--- config.mk ---
export PLATFORM = sky130hd
export DESIGN_NAME = lcd_write_sequencer
export DESIGN_NICKNAME = d
export VERILOG_FILES = /design/src/rtl/lcd_write_sequencer.sv
export SDC_FILE = /design/constraint.sdc
export NUM_CORES = 1
export LEC_CHECK = 0
export ABC_AREA = 1
export CAP_MARGIN = 20
export CORE_ASPECT_RATIO = 0.6
export CORE_MARGIN = 2
export CORE_UTILIZATION = 45
export DETAILED_ROUTE_END_ITERATION = 10
export PLACE_DENSITY = 0.7
export SLEW_MARGIN = 5
export SYNTH_ARGS = -nofsm -noshare
export SYNTH_HDL_FRONTEND = slang
export SYNTH_SLANG_ARGS = --single-unit
--- constraint.sdc ---
create_clock -name clk -period 2.4 [get_ports clk]
set_input_delay 0.24 -clock clk [delete_from_list [all_inputs] [get_ports clk]]
set_output_delay 0.24 -clock clk [all_outputs]
set_load 0.005 [all_outputs]
--- src/rtl/lcd_write_sequencer.sv ---
// lcd_write_sequencer: FIFO-fed HD44780 write strobe sequencer.
// Define LCD_INIT_SEQ_EN to send 0x38,0x0C,0x06,0x01 after reset.
module lcd_write_sequencer #(
  parameter int FIFO_DEPTH   = 4,
  parameter int SETUP_CYCLES = 2,
  parameter int PULSE_CYCLES = 4,
  parameter int HOLD_CYCLES  = 2,
  parameter int GAP_CYCLES   = 8
) (
  input  logic                        clk,
  input  logic                        rst_n,
  input  logic                        wr_valid,
  input  logic                        wr_rs,
  input  logic [7:0]                  wr_data,
  output logic                        wr_ready,
  output logic                        busy,
  output logic [$clog2(FIFO_DEPTH):0] fifo_level,
  output logic [7:0]                  lcd_data,
  output logic [1:0]                  lcd_ctrl,
  output logic                        lcd_enable
);

  localparam int AW = $clog2(FIFO_DEPTH);
  localparam int LW = AW + 1;
  localparam int CW = 16;

  typedef enum logic [2:0] {
    IDLE,
    SETUP,
    PULSE,
    HOLD,
    GAP
  } state_t;

  state_t        state;
  logic [CW-1:0] cnt;
  logic [8:0]    mem [FIFO_DEPTH];
  logic [AW-1:0] wptr;
  logic [AW-1:0] rptr;
  logic [8:0]    head;
  logic          push;
  logic          pop;
  logic          init_done;

`ifdef LCD_INIT_SEQ_EN
  localparam logic BUSY_RST = 1'b1;
  logic [2:0] init_idx;
  logic [7:0] init_byte;

  assign init_done = init_idx[2];

  // Power-on command ROM.
  always_comb begin
    init_byte = 8'h00;
    unique case (init_idx[1:0])
      2'd0: init_byte = 8'h38;
      2'd1: init_byte = 8'h0C;
      2'd2: init_byte = 8'h06;
      2'd3: init_byte = 8'h01;
    endcase
  end
`else
  localparam logic BUSY_RST = 1'b0;
  assign init_done = 1'b1;
`endif

  assign wr_ready = (fifo_level != LW'(FIFO_DEPTH));
  assign push     = wr_valid && wr_ready;
  assign pop      = (state == IDLE) && (fifo_level != '0)
                    && init_done;
  assign head     = mem[rptr];

  // FIFO storage; contents need no reset.
  always_ff @(posedge clk) begin
    if (push) mem[wptr] <= {wr_rs, wr_data};
  end

  // FIFO pointers and occupancy.
  always_ff @(posedge clk or negedge rst_n) begin
    if (!rst_n) begin
      wptr       <= '0;
      rptr       <= '0;
      fifo_level <= '0;
    end else begin
      if (push) wptr <= wptr + AW'(1);
      if (pop)  rptr <= rptr + AW'(1);
      fifo_level <= fifo_level + LW'(push) - LW'(pop);
    end
  end

  // Strobe sequencer with registered LCD outputs.
  always_ff @(posedge clk or negedge rst_n) begin
    if (!rst_n) begin
      state      <= IDLE;
      cnt        <= '0;
      lcd_data   <= '0;
      lcd_ctrl   <= '0;
      lcd_enable <= 1'b0;
      busy       <= BUSY_RST;
`ifdef LCD_INIT_SEQ_EN
      init_idx   <= '0;
`endif
    end else begin
      busy <= (state != IDLE) || (fifo_level != '0)
              || !init_done;
      unique case (state)
        IDLE: begin
          lcd_enable <= 1'b0;
`ifdef LCD_INIT_SEQ_EN
          if (!init_done) begin
            lcd_data <= init_byte;
            lcd_ctrl <= 2'b00;
            init_idx <= init_idx + 3'd1;
            cnt      <= CW'(SETUP_CYCLES - 1);
            state    <= SETUP;
          end else
`endif
          if (pop) begin
            lcd_data <= head[7:0];
            lcd_ctrl <= {head[8], 1'b0};
            cnt      <= CW'(SETUP_CYCLES - 1);
            state    <= SETUP;
          end
        end
        SETUP: begin
          if (cnt == '0) begin
            lcd_enable <= 1'b1;
            cnt        <= CW'(PULSE_CYCLES - 1);
            state      <= PULSE;
          end else begin
            cnt <= cnt - CW'(1);
          end
        end
        PULSE: begin
          if (cnt == '0) begin
            lcd_enable <= 1'b0;
            cnt        <= CW'(HOLD_CYCLES - 1);
            state      <= HOLD;
          end else begin
            cnt <= cnt - CW'(1);
          end
        end
        HOLD: begin
          if (cnt == '0) begin
            cnt   <= CW'(GAP_CYCLES - 1);
            state <= GAP;
          end else begin
            cnt <= cnt - CW'(1);
          end
        end
        GAP: begin
          if (cnt == '0) begin
            state <= IDLE;
          end else begin
            cnt <= cnt - CW'(1);
          end
        end
        default: state <= IDLE;
      endcase
    end
  end

endmodule
## Word level (Yosys, flattened, before mapping)

Memory sizes are Yosys's and may differ from the RTL's. A register that Yosys moved wholly into a read port is not among the register bits.
Cells that the tools add are included.
Widths: inputs -> output; s select.

| word-level totals | value |
|---|---|
| register bits after elaboration | 28 |
| RAM bits | 36 |
| bits of input ports | 12 |
| word-level logic and storage cells | 55 |
| memories | 1 |

| cells by class | value |
|---|---|
| $add $sub $neg | 5 |
| equal/unequal tests | 11 |
| multiplexer cells | 17 |
| reduce and logical (&&, ||, !) cells | 14 |

Memory list:

| name | depth | width | read ports | clocked after Yosys merged registers in | write ports | RTL line | RTL |
|---|---|---|---|---|---|---|---|
| mem | 4 | 9 | 1 | 1 | 1 | 37 | `logic [8:0] mem [FIFO_DEPTH];` |

Operator list:

| operator | count |
|---|---|
| $mux 16 | 5 |
| $pmux 16 s5 | 1 |
| $logic_not 16->1 | 1 |
| $sub 16x1->16 const B | 1 |
| $mux 3 | 5 |
| $pmux 3 s5 | 1 |
| $ne 2x2->1 const B | 6 |
| $reduce_bool 3->1 | 3 |
| $eq 3x2->1 const B | 2 |
| $reduce_and 3->1 | 2 |
| $reduce_and 5->1 | 1 |
| $reduce_bool 5->1 | 1 |
| $add 2x1->2 const B | 2 |
| $mux 1 | 4 |
| $add 3x1->3 | 1 |
| $eq 3x1->1 const B | 1 |
| $eq 3x3->1 const B | 1 |
| $logic_not 3->1 | 1 |
| $ne 3x3->1 const B | 1 |
| $pmux 1 s3 | 1 |
| $sub 3x1->3 | 1 |
| $logic_and 1x1->1 | 2 |
| $reduce_and 2->1 | 1 |
| $logic_not 1->1 | 1 |
| $logic_or 1x1->1 | 1 |

## Logic depth before layout (Yosys ltp)

Gate-level depths: netlist of the first run.

| logic depth | value |
|---|---|
| depth after elaboration | 4 |
| mapped depth | 13 |
| gate-level depth less buffers | 12 |

## Worst setup path before layout of the first run

Ideal clock, no wire load.

| timing path | value |
|---|---|
| path kind | flip-flop to flip-flop |
| start point | reg state[2] |
| end point | reg fifo_level[2] |
| arrival | 2165 ps |
| required time | 2271 ps |
| path slack | 107 ps |
| stages on the path, launching flop included | 14 |
| cell sequence | dfrtp_1 > inv_2 > nand2_1 > nor2_1 > nand2_1 > inv_1 > clkbuf_1 > ha_1 > inv_1 > ha_1 > inv_1 > fa_1 > xnor2_1 > xor2_1 |

| on the way | value |
|---|---|
| cells in the longest elaborated chain, start to end | 3 |

RTL lines:

| what | RTL line | RTL |
|---|---|---|
| from (decl) | 35 | `state_t state;` |
| from (signal assigned) | 94 | `state <= IDLE;` |
| from (signal assigned) | 122 | `state <= SETUP;` |
| from (signal assigned) | 129 | `state <= PULSE;` |
| $logic_not 3->1 | 69 | `assign pop = (state == IDLE) && (fifo_level != '0)` |
| $logic_and 1x1->1 | 69 |  |
| via pop | 42 | `logic pop;` |
| $sub 3x1->3 | 87 | `fifo_level <= fifo_level + LW'(push) - LW'(pop);` |
| to (signal assigned) | 87 |  |
| to (decl) | 17 | `output logic [$clog2(FIFO_DEPTH):0] fifo_level,` |

The timed path passes the listed nets, and every way through them passes these cells.
A chain may end at the register's enable or synchronous reset.

## Final worst setup path of the first run

| timing path | value |
|---|---|
| start point | reg state[2] |
| end point | reg fifo_level[2] |

| on the way | value |
|---|---|
| cells in the longest elaborated chain, start to end | 3 |

RTL lines:

| what | RTL line |
|---|---|
| $logic_not 3->1 | 69 |
| $logic_and 1x1->1 | 69 |
| $sub 3x1->3 | 87 |

No other way between the ends.

==> impl_metrics.py, run 1 <==
metrics = {
    "drt": {
        "post-route-drc-count": 0,
        "via_count": 2558,
        "route.detailed.vias_per_inst": 4.986,
        "drt_first_iter_violations": 295,
        "detailedRoute.firstPassIterationCount": 4,
        "routed_wl_mm": 7.070,
        "drtAntennaViolNets": 0,
        "wire_per_inst_um": 13.78,
    },
    "floorplan": {
        "die-height_um": 71.53,
        "placementRows": 24,
        "design.die.area_mm2": 0.008336,
        "floorplan.core_area_mm2": 0.007327,
        "dieWidth_um": 116.5,
        "boundaryPins": 28,
        "floorplan.initialDensity_pct": 46.67,
    },
    "power": {
        "worst_ir_drop_vdd_mv": 0.7720,
        "p_int_w": 0.003805,
        "power.combinational.fraction_pct": 44.0,
        "design_power_total_w": 0.006311,
        "net-switching-power_w": 0.002506,
        "sequentialPowerShare_pct": 32.3,
        "static-leakage-power_nw": 1.838,
        "pwr_density_cell_mw_per_mm2": 1521,
        "switching_share_pct": 39.70,
        "pwr-share-clk_pct": 23.7,
    },
    "clock_network": {
        "cts-buffers-inserted": 9,
        "clk_path_buf_depth": 2,
        "clock_transition_at_path_regs_ns": 0.05,
        "cts_hold_buf": 0,
        "tritoncts": "done",
        "clock_sink_count": 73,
        "post_cts.resized_instances": 0,
        "cts.root.buffer_cell": "clkbuf_16",
        "cts.repair_timing.setup_buffer_count": 0,
        "h-tree-depth": 3,
        "worst_skew_pair.late_latency_ns": 0.34,
    },
    "cells_and_area": {
        "nNetsFinal": 424,
        "areaGrowthSynthToFinish_pct": 21.33,
        "layout_filler_cell_count": 653,
        "n_antenna_cell": 0,
        "finish.instance_area_mm2": 0.004149,
        "layout-drive-gt1-share_pct": 10.27,
    },
    "timing": {
        "worst_margin_slew_ns": 0.8612,
        "layout_worst_path_cycle_share_pct": 89.40,
        "achievable-frequency_mhz": 466.1,
        "skew_ns": 0.004808,
        "rsz0062_at_grt": "no",
        "final.setup.tns_ns": 0,
        "max_slew_margin_pct": 42.58,
        "worst_slack_ns": 0.2545,
        "finalSetupViolations": 0,
        "timing_hold_violations_final": 0,
        "final_max_slew_viol_count": 0,
        "post-route-min-period_ns": 2.146,
    },
    "worst_setup_path": {
        "critPathArrivalTime_ns": 2.40,
        "timing.rr.start": "state[2]",
        "critical_path.startpoint": "state[2]",
        "timing.critical_path.required_ns": 2.66,
        "worst_setup_path_end_kind": "flop",
        "worst-setup-path-type": "flop to flop",
        "worstPathMaxFanout": 5,
        "cp-start-kind": "flop",
    },
    "min_path": {
        "class_of_the_worst_hold_path": "input port to asynchronous set/reset pin",
    },
    "yosys": {
        "post_synthesis_cell_count": 368,
        "yosys_register_bits": 73,
        "main_combinational_cell_family_by_area_after_synthesis": "simple AND/OR/NAND/NOR gates",
        "xor_xnor_portion_of_the_synthesized_cell_area_pct": 1.793,
        "synth.distinct_cells": 35,
        "synthAdderAreaFrac_pct": 3.147,
        "synth.cell_area_mm2": 0.003420,
        "synthesis.nets": 388,
        "post_synthesis_mean_instance_area_um2": 9.292,
        "ys.warnings.count": 0,
        "synth-compound-area-share_pct": 7.977,
        "synth_sequential_area_ratio_pct": 58.69,
        "synth.mux.area_fraction_pct": 0,
        "synth-simple-area-share_pct": 22.32,
    },
    "place": {
        "dp_hpwl_mm": 5.014,
        "post-place-ws_ns": 0.2742,
        "portBuffers": 26,
        "place_congestion": 0.8855,
        "dpl-instance-area_mm2": 0.003815,
    },
    "grt": {
        "grt_max_degree": 38,
        "grt_antenna_before_repair": 0,
        "overflow": 0,
        "global_route.usage.total_pct": 19.49,
        "number_of_global_route_vias_before_repair": 2416,
        "grt_pass1_wl_mm": 11.99,
    },
    "status": {
        "run_status": "finished, final reports clean",
    },
    "job": {
        "number_of_maximum_capacitance_constraint_violations": 0,
    },
}
-- cells by family after synthesis --
| family | count (synthesis) |
|---|---|
| AOI/OAI and AO/OA | 50 |
| xor gates and xnor gates | 7 |
| adders and majority gates | 8 |
| buffers and inverters | 51 |
| DFF | 73 |
| other | 1 |
| and+or+nand+nor | 178 |
-- final timing paths --
check | to | slack, ns | depth (start not counted)
max | fifo_level[2] | 0.25 | 12
min | lcd_data[6] | 0.01 | 1
max reg2reg | fifo_level[2] | 0.25 | 12
min reg2reg | fifo_level[0] | 0.55 | 1
max in group asynchronous | state[1] | 1.84 | 1
min in group clk | mem[2][0] | 0.54 | 1
-- through the flow --
stage	util, %	std cells	hold WS (ns)
after floorplan	-	368	-0.05559
after global placement	52.07	497	0.3980
after detailed placement	52.07	497	0.4228
after CTS	56.63	513	0.04963
after global routing	56.63	513	0.08745
final	56.63	513	0.01453
-- critical path, cell delays in order, from the launching register on --
cell,delay [ns]
dfrtp_1,0.46
inv_2,0.14
nand2_1,0.08
nor2_1,0.08
nand2_1,0.07
inv_1,0.08
ha_1,0.22
inv_1,0.06
ha_1,0.13
inv_1,0.05
fa_1,0.37
xnor2_1,0.18
xor2_1,0.15
-- area by class of cell --
cell class	count	area, um2	share of cell area [%]
Multi-Input combinational cell	244	1209	29.13
Clock inverter	7	108.9	2.624
Sequential cell	73	2007	48.37
Tap cell	104	130.1	3.136
Timing Repair Buffer	33	307.8	7.419
Inverter	43	161.4	3.890
Clock buffer	9	225.2	5.428
-- Yosys cell counts --
| cell | count | area share (%) |
|---|---|---|
| nor3_2 | 1 | 0.29 |
| o22ai_1 | 1 | 0.18 |
| o211ai_1 | 1 | 0.22 |
| nand3_1 | 13 | 1.9 |
| nand2_4 | 3 | 0.99 |
| inv_1 | 36 | 4.0 |
| buf_1 | 1 | 0.11 |
| o21bai_1 | 3 | 0.66 |
| edfxtp_1 | 36 | 32 |
| ha_1 | 7 | 2.6 |
| nor2_1 | 89 | 9.8 |
| o21ai_0 | 18 | 2.6 |
| nand3b_2 | 1 | 0.33 |
| nor3_1 | 1 | 0.15 |
| buf_2 | 1 | 0.15 |
| buf_4 | 1 | 0.22 |
| or2_1 | 1 | 0.18 |
| clkinv_1 | 1 | 0.11 |
| a31oi_1 | 9 | 1.6 |
| nand4_1 | 3 | 0.55 |
| fa_1 | 1 | 0.59 |
| a21oi_1 | 6 | 0.88 |
| buf_6 | 1 | 0.33 |
| o21ai_1 | 12 | 1.8 |
| conb_1 | 1 | 0.11 |
| nor2_2 | 4 | 0.73 |
| xor2_1 | 5 | 1.3 |
| nand3b_1 | 1 | 0.22 |
| clkbuf_1 | 4 | 0.44 |
| nand3_2 | 2 | 0.59 |
| nand2_1 | 57 | 6.3 |
| nand2_2 | 2 | 0.37 |
| dfrtp_1 | 37 | 27 |
| inv_2 | 6 | 0.66 |
| xnor2_1 | 2 | 0.51 |
-- state kept, by name (all words and copies together) (netlist names) --
name,count
lcd_data,8
fifo_level,3
cnt,16
busy,1
state,3
rptr,2
lcd_enable,1
lcd_ctrl,1
mem,36
wptr,2
-- metal layers --
metal / track usage [%] / share of wire (%) / up-vias
met2: 26.49 / 40 / 87
met4: 6.275 / 1.6 / 0
met1: 29.42 / 50 / 1198
met5: 0 / 0 / -
met3: 6.599 / 8.6 / 11
li1: - / - / 1262
-- cells in the final DEF, fill, tap and decap left out, types with 9 or more instances in the layout --
master and count:
edfxtp_1 36, o21ai_0 18, dfrtp_1 37, a31oi_1 9, nand3_1 13, clkdlybuf4s50_1 25, o21ai_1 12, clkbuf_16 9
nor2_1 89, nand2_1 57, inv_1 36
-- power groups by stage --
| stage | Sequential (W) | Clock (W) | Combinational [W] |
|---|---|---|---|
| after floorplan | 0.00197 | 0 | 0.00197 |
| after global placement | 0.00203 | 0 | 0.00268 |
| after detailed placement | 0.00206 | 0 | 0.00275 |
| after CTS | 0.00203 | 0.00152 | 0.00277 |
| after global routing | 0.00209 | 0.00158 | 0.00321 |
| final | 0.00204 | 0.00150 | 0.00277 |
No activity file was read; power rests on OpenSTA's default activity.
==> run 2: changes to the inputs <==
--- a/config.mk
+++ b/config.mk
@@ -6,6 +6,7 @@
 export NUM_CORES = 1
 export LEC_CHECK = 0
 export ABC_AREA = 1
+export ABC_CLOCK_PERIOD_IN_PS = 2400
 export CAP_MARGIN = 20
 export CORE_ASPECT_RATIO = 0.6
 export CORE_MARGIN = 2
==> results of run 2 <==
Same layout as run 1: the final DEF is identical, and so are final timing and power.
